**src/rtl/piped_alu.sv**
```systemverilog
// rtl/piped_alu.sv - two-stage valid/ready ALU with add/sub, nand, xor and shift units
//
// Purpose
//   Accepts one operand/command beat per cycle. Stage S1 registers the
//   operands and command. Stage S2 computes the selected function and
//   registers the result and the Z/N/V flags. Both stages use valid/ready
//   handshakes, so back-to-back beats stream with no bubbles. Back-pressure
//   from out_ready stalls S2 first, then S1.
//
// Optional feature (macro PIPED_ALU_SAT_EN)
//   When defined, add/sub results that overflow saturate to the most
//   positive or most negative value. V still reports the overflow.
//   When undefined, add/sub wraps modulo 2^WIDTH.
//
// Parameters
//   WIDTH      datapath width in bits (8, 16, 32 or 64)
//
// Ports
//   clk        clock, rising edge
//   rst        asynchronous active-high reset
//   in_valid   operand/command beat present
//   in_ready   beat accepted this cycle
//   a, b       operands; b[SHW-1:0] is the shift amount for shift ops
//   op         00 add/sub, 01 nand, 10 xor, 11 shift
//   sub        with op=00: 0 A+B, 1 A-B
//   shmode     with op=11: 00 sll, 01 srl, 10 sra, 11 ror
//   out_valid  result beat present
//   out_ready  downstream accepts the result beat
//   result     registered result
//   flag_z     result was zero (every S2 load)
//   flag_n     sign of the last add/sub result
//   flag_v     signed overflow of the last add/sub

module piped_alu #(
  parameter int WIDTH = 16
) (
  input  logic             clk,
  input  logic             rst,
  input  logic             in_valid,
  output logic             in_ready,
  input  logic [WIDTH-1:0] a,
  input  logic [WIDTH-1:0] b,
  input  logic [1:0]       op,
  input  logic             sub,
  input  logic [1:0]       shmode,
  output logic             out_valid,
  input  logic             out_ready,
  output logic [WIDTH-1:0] result,
  output logic             flag_z,
  output logic             flag_n,
  output logic             flag_v
);

  localparam int SHW = $clog2(WIDTH);

  localparam logic [1:0] OP_ADD   = 2'b00;
  localparam logic [1:0] OP_NAND  = 2'b01;
  localparam logic [1:0] OP_XOR   = 2'b10;
  localparam logic [1:0] OP_SHIFT = 2'b11;

  localparam logic [1:0] SH_SLL = 2'b00;
  localparam logic [1:0] SH_SRL = 2'b01;
  localparam logic [1:0] SH_SRA = 2'b10;
  localparam logic [1:0] SH_ROR = 2'b11;

  // S1 stage registers
  logic             s1_valid;
  logic [WIDTH-1:0] s1_a;
  logic [WIDTH-1:0] s1_b;
  logic [1:0]       s1_op;
  logic             s1_sub;
  logic [1:0]       s1_shmode;

  // Handshake controls
  logic s1_load;
  logic s2_load;

  // S2 combinational datapath
  logic [WIDTH-1:0]   b_eff;
  logic [WIDTH-1:0]   sum;
  logic               ovf;
  logic [SHW-1:0]     amt;
  logic [2*WIDTH-1:0] rot;
  logic [WIDTH-1:0]   alu_res;

  // S2 can take a new beat whenever its output slot is empty or being
  // drained this cycle; S1 can then refill in the same cycle, which is what
  // gives one beat per cycle while out_ready stays high.
  assign s2_load  = s1_valid && (!out_valid || out_ready);
  assign in_ready = !s1_valid || !out_valid || out_ready;
  assign s1_load  = in_valid && in_ready;

  always_ff @(posedge clk or posedge rst) begin
    if (rst) begin
      s1_valid  <= 1'b0;
      s1_a      <= '0;
      s1_b      <= '0;
      s1_op     <= OP_ADD;
      s1_sub    <= 1'b0;
      s1_shmode <= SH_SLL;
    end else begin
      if (s1_load) begin
        s1_valid  <= 1'b1;
        s1_a      <= a;
        s1_b      <= b;
        s1_op     <= op;
        s1_sub    <= sub;
        s1_shmode <= shmode;
      end else if (s2_load) begin
        s1_valid <= 1'b0;
      end
    end
  end

  always_comb begin
    // A-B is formed as A + ~B + 1 so a single adder serves both.
    b_eff = s1_sub ? ~s1_b : s1_b;
    sum   = s1_a + b_eff + {{(WIDTH-1){1'b0}}, s1_sub};
    // With B already conditionally inverted, add and sub share one rule:
    // equal operand signs and a result sign that differs from A.
    ovf   = (s1_a[WIDTH-1] == b_eff[WIDTH-1]) && (sum[WIDTH-1] != s1_a[WIDTH-1]);
    amt   = s1_b[SHW-1:0];
    // Rotate via a doubled word: the low half after shifting is A rotated.
    rot   = {s1_a, s1_a} >> amt;

    alu_res = '0;
    case (s1_op)
      OP_ADD: begin
`ifdef PIPED_ALU_SAT_EN
        // Overflow direction follows A's sign: a positive A can only
        // overflow upwards, a negative A only downwards.
        if (ovf) begin
          alu_res = s1_a[WIDTH-1] ? {1'b1, {(WIDTH-1){1'b0}}}
                                  : {1'b0, {(WIDTH-1){1'b1}}};
        end else begin
          alu_res = sum;
        end
`else
        alu_res = sum;
`endif
      end
      OP_NAND: alu_res = ~(s1_a & s1_b);
      OP_XOR:  alu_res = s1_a ^ s1_b;
      OP_SHIFT: begin
        case (s1_shmode)
          SH_SLL:  alu_res = s1_a << amt;
          SH_SRL:  alu_res = s1_a >> amt;
          SH_SRA:  alu_res = $unsigned($signed(s1_a) >>> amt);
          SH_ROR:  alu_res = rot[WIDTH-1:0];
          default: alu_res = s1_a;
        endcase
      end
      default: alu_res = '0;
    endcase
  end

  // S2 stage: result and flags move together on the loading edge only.
  always_ff @(posedge clk or posedge rst) begin
    if (rst) begin
      out_valid <= 1'b0;
      result    <= '0;
      flag_z    <= 1'b0;
      flag_n    <= 1'b0;
      flag_v    <= 1'b0;
    end else begin
      if (s2_load) begin
        out_valid <= 1'b1;
        result    <= alu_res;
        flag_z    <= (alu_res == '0);
        // N and V describe the most recent arithmetic op only.
        if (s1_op == OP_ADD) begin
          flag_n <= alu_res[WIDTH-1];
          flag_v <= ovf;
        end
      end else if (out_ready) begin
        out_valid <= 1'b0;
      end
    end
  end

endmodule

```
**config.mk**
```make
export PLATFORM = sky130hd
export DESIGN_NAME = piped_alu
export DESIGN_NICKNAME = d
export VERILOG_FILES = /design/src/rtl/piped_alu.sv
export SDC_FILE = /design/constraint.sdc
export NUM_CORES = 1
export LEC_CHECK = 0
export BUFFER_PORTS_ARGS = -buffer_cell sky130_fd_sc_hd__clkbuf_2
export CAP_MARGIN = 20
export CORE_ASPECT_RATIO = 0.5
export CORE_UTILIZATION = 61
export DETAILED_ROUTE_END_ITERATION = 10
export PLACE_DENSITY = 0.86
export SLEW_MARGIN = 0
export SYNTH_ARGS = -nofsm -noshare
export SYNTH_HDL_FRONTEND = slang
export SYNTH_SLANG_ARGS = --single-unit
```
**constraint.sdc**
```tcl
create_clock -name clk -period 4.26 [get_ports clk]
set_input_delay 0.639 -clock clk [delete_from_list [all_inputs] [get_ports clk]]
set_output_delay 0.639 -clock clk [all_outputs]
set_load 0.005 [all_outputs]
```
==> key figures, run 1 <==
Clocking
  – CTS Hold Bufs: 0
  – H-tree Lvls: 3
  – Skew-Pair Late Insertion Delay: roughly 0.34 ns
  – TritonCTS clock tree: yes
  – Post-CTS setup buffer count: 0
  – Post-CTS Resized: 0
  – Clk buf depth: 2
  – Root Driver: clkbuf_16
  – Cts bufs inserted: 9
  – CTS Sinks: 58
  – CTS clk-pin slew, worst paths: 0.07 ns

STA
  – Clock skew: 0.0118 ns
  – Final setup fails: 0
  – Final Hold Viols: 0
  – Worst-Margin Slew: 0.839 ns
  – Fin Setup TNS: 0 ns
  – Fmax: 276 MHz
  – Period Utilization, post-route: 0.849
  – Final setup margin: around 0.64 ns
  – RSZ-0062 raised after global routing: false
  – Fin crit period: about 3.6 ns
  – Pins Over Slew Limit: 0
  – Rel. slew slack: 0.440

Synthesis
  – Gate Count Post-Synth: 634
  – Synthesized-area fraction occupied by xor and xnor cells: 0.0321
  – Synth top area cells: dfrtp_1 (24%), mux4_2 (13%), mux2_2 (9.8%)
  – Largest family of logic cells by synthesized area: multiplexers
  – Yosys warning count: 0
  – Post-synthesis mux area share: 0.263
  – Prevailing post-synth register cell: dfrtp_1
  – Number of synthesized flops with an enable pin: 0
  – Mean Syn Cell Area: 9.47 µm²
  – Yosys top cell area share: 0.242
  – Post-Syn Area: between 6000 and 7000 µm²
  – Register bit total from synthesis: 58
  – Compound-Gate Fraction of Synth Area: 0.194
  – Synth Area in Simple Gates: 0.145
  – Post-synth ARST share: 1.00
  – Post-Syn Nets: ~710
  – Leading area contributor after synthesis: dfrtp_1
  – Seq/Total Area, Yosys: 0.242
  – Post-synth top cells: dfrtp_1 (58), nand2_1 (58), mux2_2 (52)
  – Netlist cell types: 77
  – Adder-cell share of the synthesized area: 0.0679

Layout
  – Synth-to-layout area growth: 10.2%
  – ANT cells: 0
  – Share of layout cells above drive strength 1: 0.299
  – Layout filler cell count: around 760
  – Register Area: 1450 µm²
  – Layout Nets: between 700 and 800
  – Area of the multi-input gates: 4210 µm²

Critical path
  – Worst setup path end: flag_z
  – Number of cells on the critical path: 10
  – Worst EP required: 4.51 ns
  – Crit path DAT: between 3 and 4 ns
  – R2r startpoint: s1_sub
  – Bufs and invs on worst path: 0
  – Crit path cell chain: xor2_1 > ha_1 > nor2b_1 > o31a_1 > o21ai_0 > nor3_1 > or4_4 > a2111oi_4 > nand4_1 > o31ai_2
  – Worst R2R Setup Slack: 0.64 ns
  – Cell family with most CP delay: compound AO/OA/AOI/OAI gates
  – Critical path startpoint category: flip-flop
  – Delay of the slowest cell on the worst path: 0.89 ns
  – Crit path launch: s1_sub
  – Critical path type: flip-flop to flip-flop
  – CP Capture Type: flip-flop
  – RR Endpoint: flag_z
  – Critical-path top delay cell: dfrtp_1
  – FF-to-FF path depth: 10
  – CP max FO: 17

GRT
  – Vias in the first global route: 5018
  – Global route total overflow: 0
  – First-pass GRT wire length: 29300 µm
  – Pin count of the biggest net entering global routing: 46
  – Number of antenna violations at the first check in global routing: 0
  – Tot GR Track Use: 0.391

Floorplanning
  – Io pins: 62
  – Initial Util: 0.631
  – Core Region: 9510 µm²
  – Die H: 72.2 µm
  – Die width: roughly 140 µm
  – Die area: approximately 10000 µm²
  – Rows: 25

Place
  – DP Wirelength: roughly 14000 µm
  – Buffers added on ports: 61
  – Place WS: about 0.71 ns
  – GP Congestion: 0.997

Detailed routing
  – DR vias: between 5000 and 6000
  – Antenna Violating Nets Remaining: 0
  – Detailed route wirelength on metal3: 2890 µm
  – Total Wirelength: 19600 µm
  – Initial DRC Count: 750
  – Top routing layer in use: met4
  – Routed wl met2: 8330 µm
  – Drt pass-1 iters: 6
  – Wire length on met1: 8130 µm
  – Wire per inst: 24.3 µm
  – Vias per std cell: 6.92
  – DR DRC count: 0

Pwr
  – Pwr dens: between 500 and 600 nW/µm²
  – Tot Pwr: between 3000 and 4000 µW
  – VDD IR max: 242 µV
  – Pleak: between 0.002 and 0.003 µW

Hold path
  – HP Class: primary input to asynchronous set/reset pin

Flow run
  – Max cap viols: 0

Outcome
  – Outcome: finished clean
-- flip-flops by register name (all words and copies together), names as in the netlist --
name       cells
s1_a          16
s1_shmode      2
s1_valid       1
flag_z         1
s1_sub         1
result        16
s1_b          16
flag_n         1
s1_op          2
flag_v         1
out_valid      1
-- final cells by class --
cell class,instances,area share
multi-input combinational,505,0.637
tap,135,0.0255
clock inverter,6,0.00624
inverter,16,0.00908
clock buffer,10,0.0361
timing repair buffer,77,0.0658
sequential,58,0.220
-- stage by stage --
step / std cells / hold slack [ns] / area, µm² / utilization
finish: 807 / 0.352 / 6610 / 0.695
floorplan: 634 / 0.467 / 6000 / -
global route: 807 / 0.404 / 6610 / 0.695
CTS: 806 / 0.361 / 6610 / 0.695
global placement: 790 / 0.458 / 6330 / 0.665
detailed placement: 790 / 0.472 / 6330 / 0.665
-- worst min-delay path by stage --
stage | startpoint | end | slack [ns] | cells after the start
floorplan | result[4] | result[4] | 0.47 | 2
CTS | rst | s1_b[3] | 0.36 | 2
global route | rst | s1_a[11] | 0.40 | 2
detailed placement | result[13] | result[13] | 0.47 | 2
global placement | result[9] | result[9] | 0.46 | 2
finish | rst | s1_b[3] | 0.35 | 2
-- worst reg2reg max path: stages (launching register included) --
cell	delay (ns)
dfrtp_1	0.89
xor2_1	0.17
ha_1	0.39
nor2b_1	0.17
o31a_1	0.29
o21ai_0	0.44
nor3_1	0.09
or4_4	0.52
a2111oi_4	0.19
nand4_1	0.14
o31ai_2	0.23
-- logic make-up after synthesis --
kind of cell	Yosys count
AO/OA/AOI/OAI	167
XOR/XNOR	22
adder cells (fa/ha/maj)	32
buffers and inverters	71
flip-flops	58
multiplexers	106
AND/OR/NAND/NOR	178
-- placed cells by master, fill, tap and decap left out, types with 9 or more instances in the layout --
master and instances:
ha_1 31, inv_1 11, nand2_1 58, mux4_2 35
clkbuf_16 9, xor2_1 19, a21oi_1 34, clkbuf_2 61
o211ai_1 9, nand2b_1 12, o21ai_0 39, mux2i_1 17
dfrtp_1 56, nor3_1 17, o21a_1 10, buf_4 14
nor2_1 34, nand3_1 13, mux2_2 52
-- report_power, final --
part           switching, µW  internal, µW  leakage (µW)
Sequential               253           678      0.000681
Combinational            988           823       0.00196
Clock                    298           410      0.000131
Total                   1540          1910       0.00277
-- metal layers --
| layer | up-vias | global-route usage |
|---|---|---|
| li1 | 2480 | - |
| met1 | 2704 | 0.569 |
| met2 | 377 | 0.557 |
| met3 | 25 | 0.138 |
| met4 | 0 | 0.0812 |
| met5 | - | 0 |
No activity file was read; power rests on OpenSTA's default activity.
==> inputs of run 2 (changes only) <==
clock period = 3.7 ns   (was 4.26 ns; I/O delays follow)
==> run 2 against run 1 <==
  * Setup slack got worse by 0.44 ns
  * Design area increased by 1.7%
  * Via count increased by 1.3%
  * Fmax increased by 3.4%
  * Critical path depth unchanged
  * Die area unchanged
  * Final cell count increased by 0.87%
  * Hold slack improved by 0.071 ns
  * Power increased by 19%
  * Core utilization increased by 1.2 points
  * Critical endpoint unchanged
==> key figures, run 2 (synthesized netlist as in run 1, its figures left out) <==
Outcome
  – Outcome: finished clean (unchanged)

Detailed routing
  – Vias per std cell: 6.95 (was 6.92)
  – Wire per inst: 24.0 µm (was 24.3 µm)
  – DR DRC count: 0 (unchanged)
  – Total Wirelength: 19500 µm (was 19600 µm)
  – Initial DRC Count: 702 (was 750)
  – Drt pass-1 iters: 7 (was 6)
  – Antenna Violating Nets Remaining: 0 (unchanged)
  – DR vias: 5660 (was 5586)

Pwr
  – Pwr dens: 609 nW/µm² (was 522 nW/µm²)
  – VDD IR max: 311 µV (was 242 µV)
  – Logic pwr share: 0.516 (was 0.525)
  – Sequential Power Share: 0.258 (was 0.270)
  – Clock group share of total power: 0.226 (was 0.205)
  – Switching power: 1750 µW (was 1540 µW)
  – Sw frac: 0.427 (was 0.446)
  – P_int: 2350 µW (was 1910 µW)
  – Pleak: 0.00284 µW (was 0.00277 µW)

Critical path
  – Cell family with most CP delay: compound AO/OA/AOI/OAI gates (unchanged)
  – Bufs and invs on worst path: 2 (was 0)
  – Worst EP required: 3.95 ns (was 4.51 ns)
  – Crit path DAT: 3.75 ns (was 3.86 ns)
  – CP Capture Type: flip-flop (unchanged)
  – Crit path cell chain: buf_4 > mux2_2 > o311ai_0 > a21oi_1 > a2111oi_2 > o32ai_1 > nor4_1 > buf_4 > nand4_1 > o31ai_2 (was xor2_1 > ha_1 > nor2b_1 > o31a_1 > o21ai_0 > nor3_1 > or4_4 > a2111oi_4 > nand4_1 > o31ai_2)
  – Critical path startpoint category: flip-flop (unchanged)
  – R2r startpoint: s1_b[0] (was s1_sub)
  – Critical-path top delay cell: dfrtp_2 (was dfrtp_1)
  – Crit path launch: s1_b[0] (was s1_sub)
  – RR Endpoint: flag_z (unchanged)
  – Critical path type: flip-flop to flip-flop (unchanged)
  – FF-to-FF path depth: 10 (unchanged)
  – Worst R2R Setup Slack: 0.20 ns (was 0.64 ns)
  – Most frequent CP cell: buf_4
  – CP max FO: 20 (was 17)
  – Delay of the slowest cell on the worst path: 0.68 ns (was 0.89 ns)

STA
  – Pins Over Slew Limit: 0 (unchanged)
  – RSZ-0062 raised after global routing: false (unchanged)
  – Hold slack: 0.423 ns (was 0.352 ns)
  – Clock skew: 0.00952 ns (was 0.0118 ns)
  – Final setup fails: 0 (unchanged)
  – Period Utilization, post-route: 0.945 (was 0.849)
  – Rel. slew slack: 0.381 (was 0.440)
  – Fmax: 286 MHz (was 276 MHz)
  – Final Hold Viols: 0 (unchanged)
  – Worst-Margin Slew: 0.916 ns (was 0.839 ns)
  – Fin Setup TNS: 0 ns (unchanged)
  – Fin crit period: 3.50 ns (was 3.62 ns)

Layout
  – Layout filler cell count: 758 (was 761)
  – Layout Nets: 748 (was 740)
  – Biggest regs: result (16), s1_a (16), s1_b (16) (unchanged)
  – ANT cells: 0 (unchanged)
  – Most frequent cells in the layout: clkbuf_2 (61), nand2_1 (58), dfrtp_1 (56) (unchanged)
  – Final core occ: 0.707 (was 0.695)
  – Synth-to-layout area growth: 12.0% (was 10.2%)
  – Area of the multi-input gates: 4210 µm² (unchanged)
  – Share of layout cells above drive strength 1: 0.306 (was 0.299)
  – Leading cell type in the layout, fill and taps excluded: clkbuf_2 (unchanged)
  – Post-route cell area: 6730 µm² (was 6610 µm²)
  – Register Area: 1450 µm² (unchanged)

Clocking
  – Cts bufs inserted: 9 (unchanged)
  – CTS Sinks: 58 (unchanged)
  – TritonCTS clock tree: yes (unchanged)
  – Root Driver: clkbuf_16 (unchanged)
  – CTS Hold Bufs: 0 (unchanged)
  – Skew-Pair Late Insertion Delay: 0.34 ns (about the same)
  – Post-CTS setup buffer count: 0 (unchanged)
  – CTS clk-pin slew, worst paths: 0.06 ns (was 0.07 ns)
  – Clk buf depth: 2 (unchanged)
  – Post-CTS Resized: 0 (unchanged)
  – H-tree Lvls: 3 (unchanged)

Floorplanning
  – Die area: 10300 µm² (unchanged)
  – Io pins: 62 (unchanged)
  – Die H: 72.2 µm (unchanged)
  – Rows: 25 (unchanged)
  – Core Region: 9510 µm² (unchanged)
  – Initial Util: 0.631 (unchanged)
  – Die width: 142 µm (unchanged)

GRT
  – Number of antenna violations at the first check in global routing: 0 (unchanged)
  – Vias in the first global route: 5256 (was 5018)
  – Met1 GRT Util: 0.571 (was 0.569)
  – First-pass GRT wire length: 29800 µm (was 29300 µm)
  – Global route total overflow: 0 (unchanged)
  – Tot GR Track Use: 0.396 (was 0.391)
  – Met2 GRT Util: 0.580 (was 0.557)
  – Pin count of the biggest net entering global routing: 59 (was 46)
  – Gr busiest metal: met2 (was met1)
  – GR Util met3: 0.0997 (was 0.138)

Place
  – Area post-placement: 6410 µm² (was 6330 µm²)
  – Buffers added on ports: 61 (unchanged)
  – GP Congestion: 0.957 (was 0.997)
  – DP Wirelength: 14200 µm (was 14400 µm)

Hold path
  – HP Class: primary input to asynchronous set/reset pin (unchanged)

Flow run
  – Max cap viols: 0 (unchanged)
## run 2: cell count changes in the layout (fill, tap and decap cells not counted), sizes merged
cell / change
clkinv: +1
clkinvlp: -3
inv: -1
buf: +8
bufinv: +2
## run 2: per-layer routing
layer  up-vias  wire length [µm]
met4         0               454
met3        42              2680
met1      2698              8100
met2       418              8290
met5         -                 0
li1       2502                 -
## run 2: worst max path at each step
stage             end  depth (start not counted)
6_report       flag_z                         10
5_1_grt        flag_z                         10
4_1_cts        flag_z                         10
3_5_place_dp   flag_z                         10
3_3_place_gp   flag_z                         10
2_1_floorplan  flag_z                         15
## run 2: through the flow
stage                     total power [µW]  instances  worst slack (ns)
after global placement                3070        799             0.374
final                                 4100        814             0.203
after global routing                  4300        814            0.0356
after detailed placement              3100        799             0.336
after CTS                             4040        814             0.312
after floorplan                       2490        634            0.0236
## run 2: power by group through the flow
stage                     Clock [µW]  Sequential [µW]  Combinational, µW
after floorplan                    0              898               1590
after global placement             0             1040               2030
after detailed placement           0             1050               2050
after CTS                        931             1040               2060
after global routing             952             1070               2280
final                            926             1060               2110
## run 2: tightest hold or removal path, stage by stage
cell and delay (ns):
clkbuf_2 0.09, inv_2 0.04, buf_4 0.58
## run 2: final cells by class
class	instances	share of cell area
Clock buffer	10	0.0355
Tap cell	135	0.0251
Multi-Input combinational cell	505	0.627
Clock inverter	5	0.0117
Inverter	16	0.00893
Sequential cell	58	0.216
Timing Repair Buffer	85	0.0759
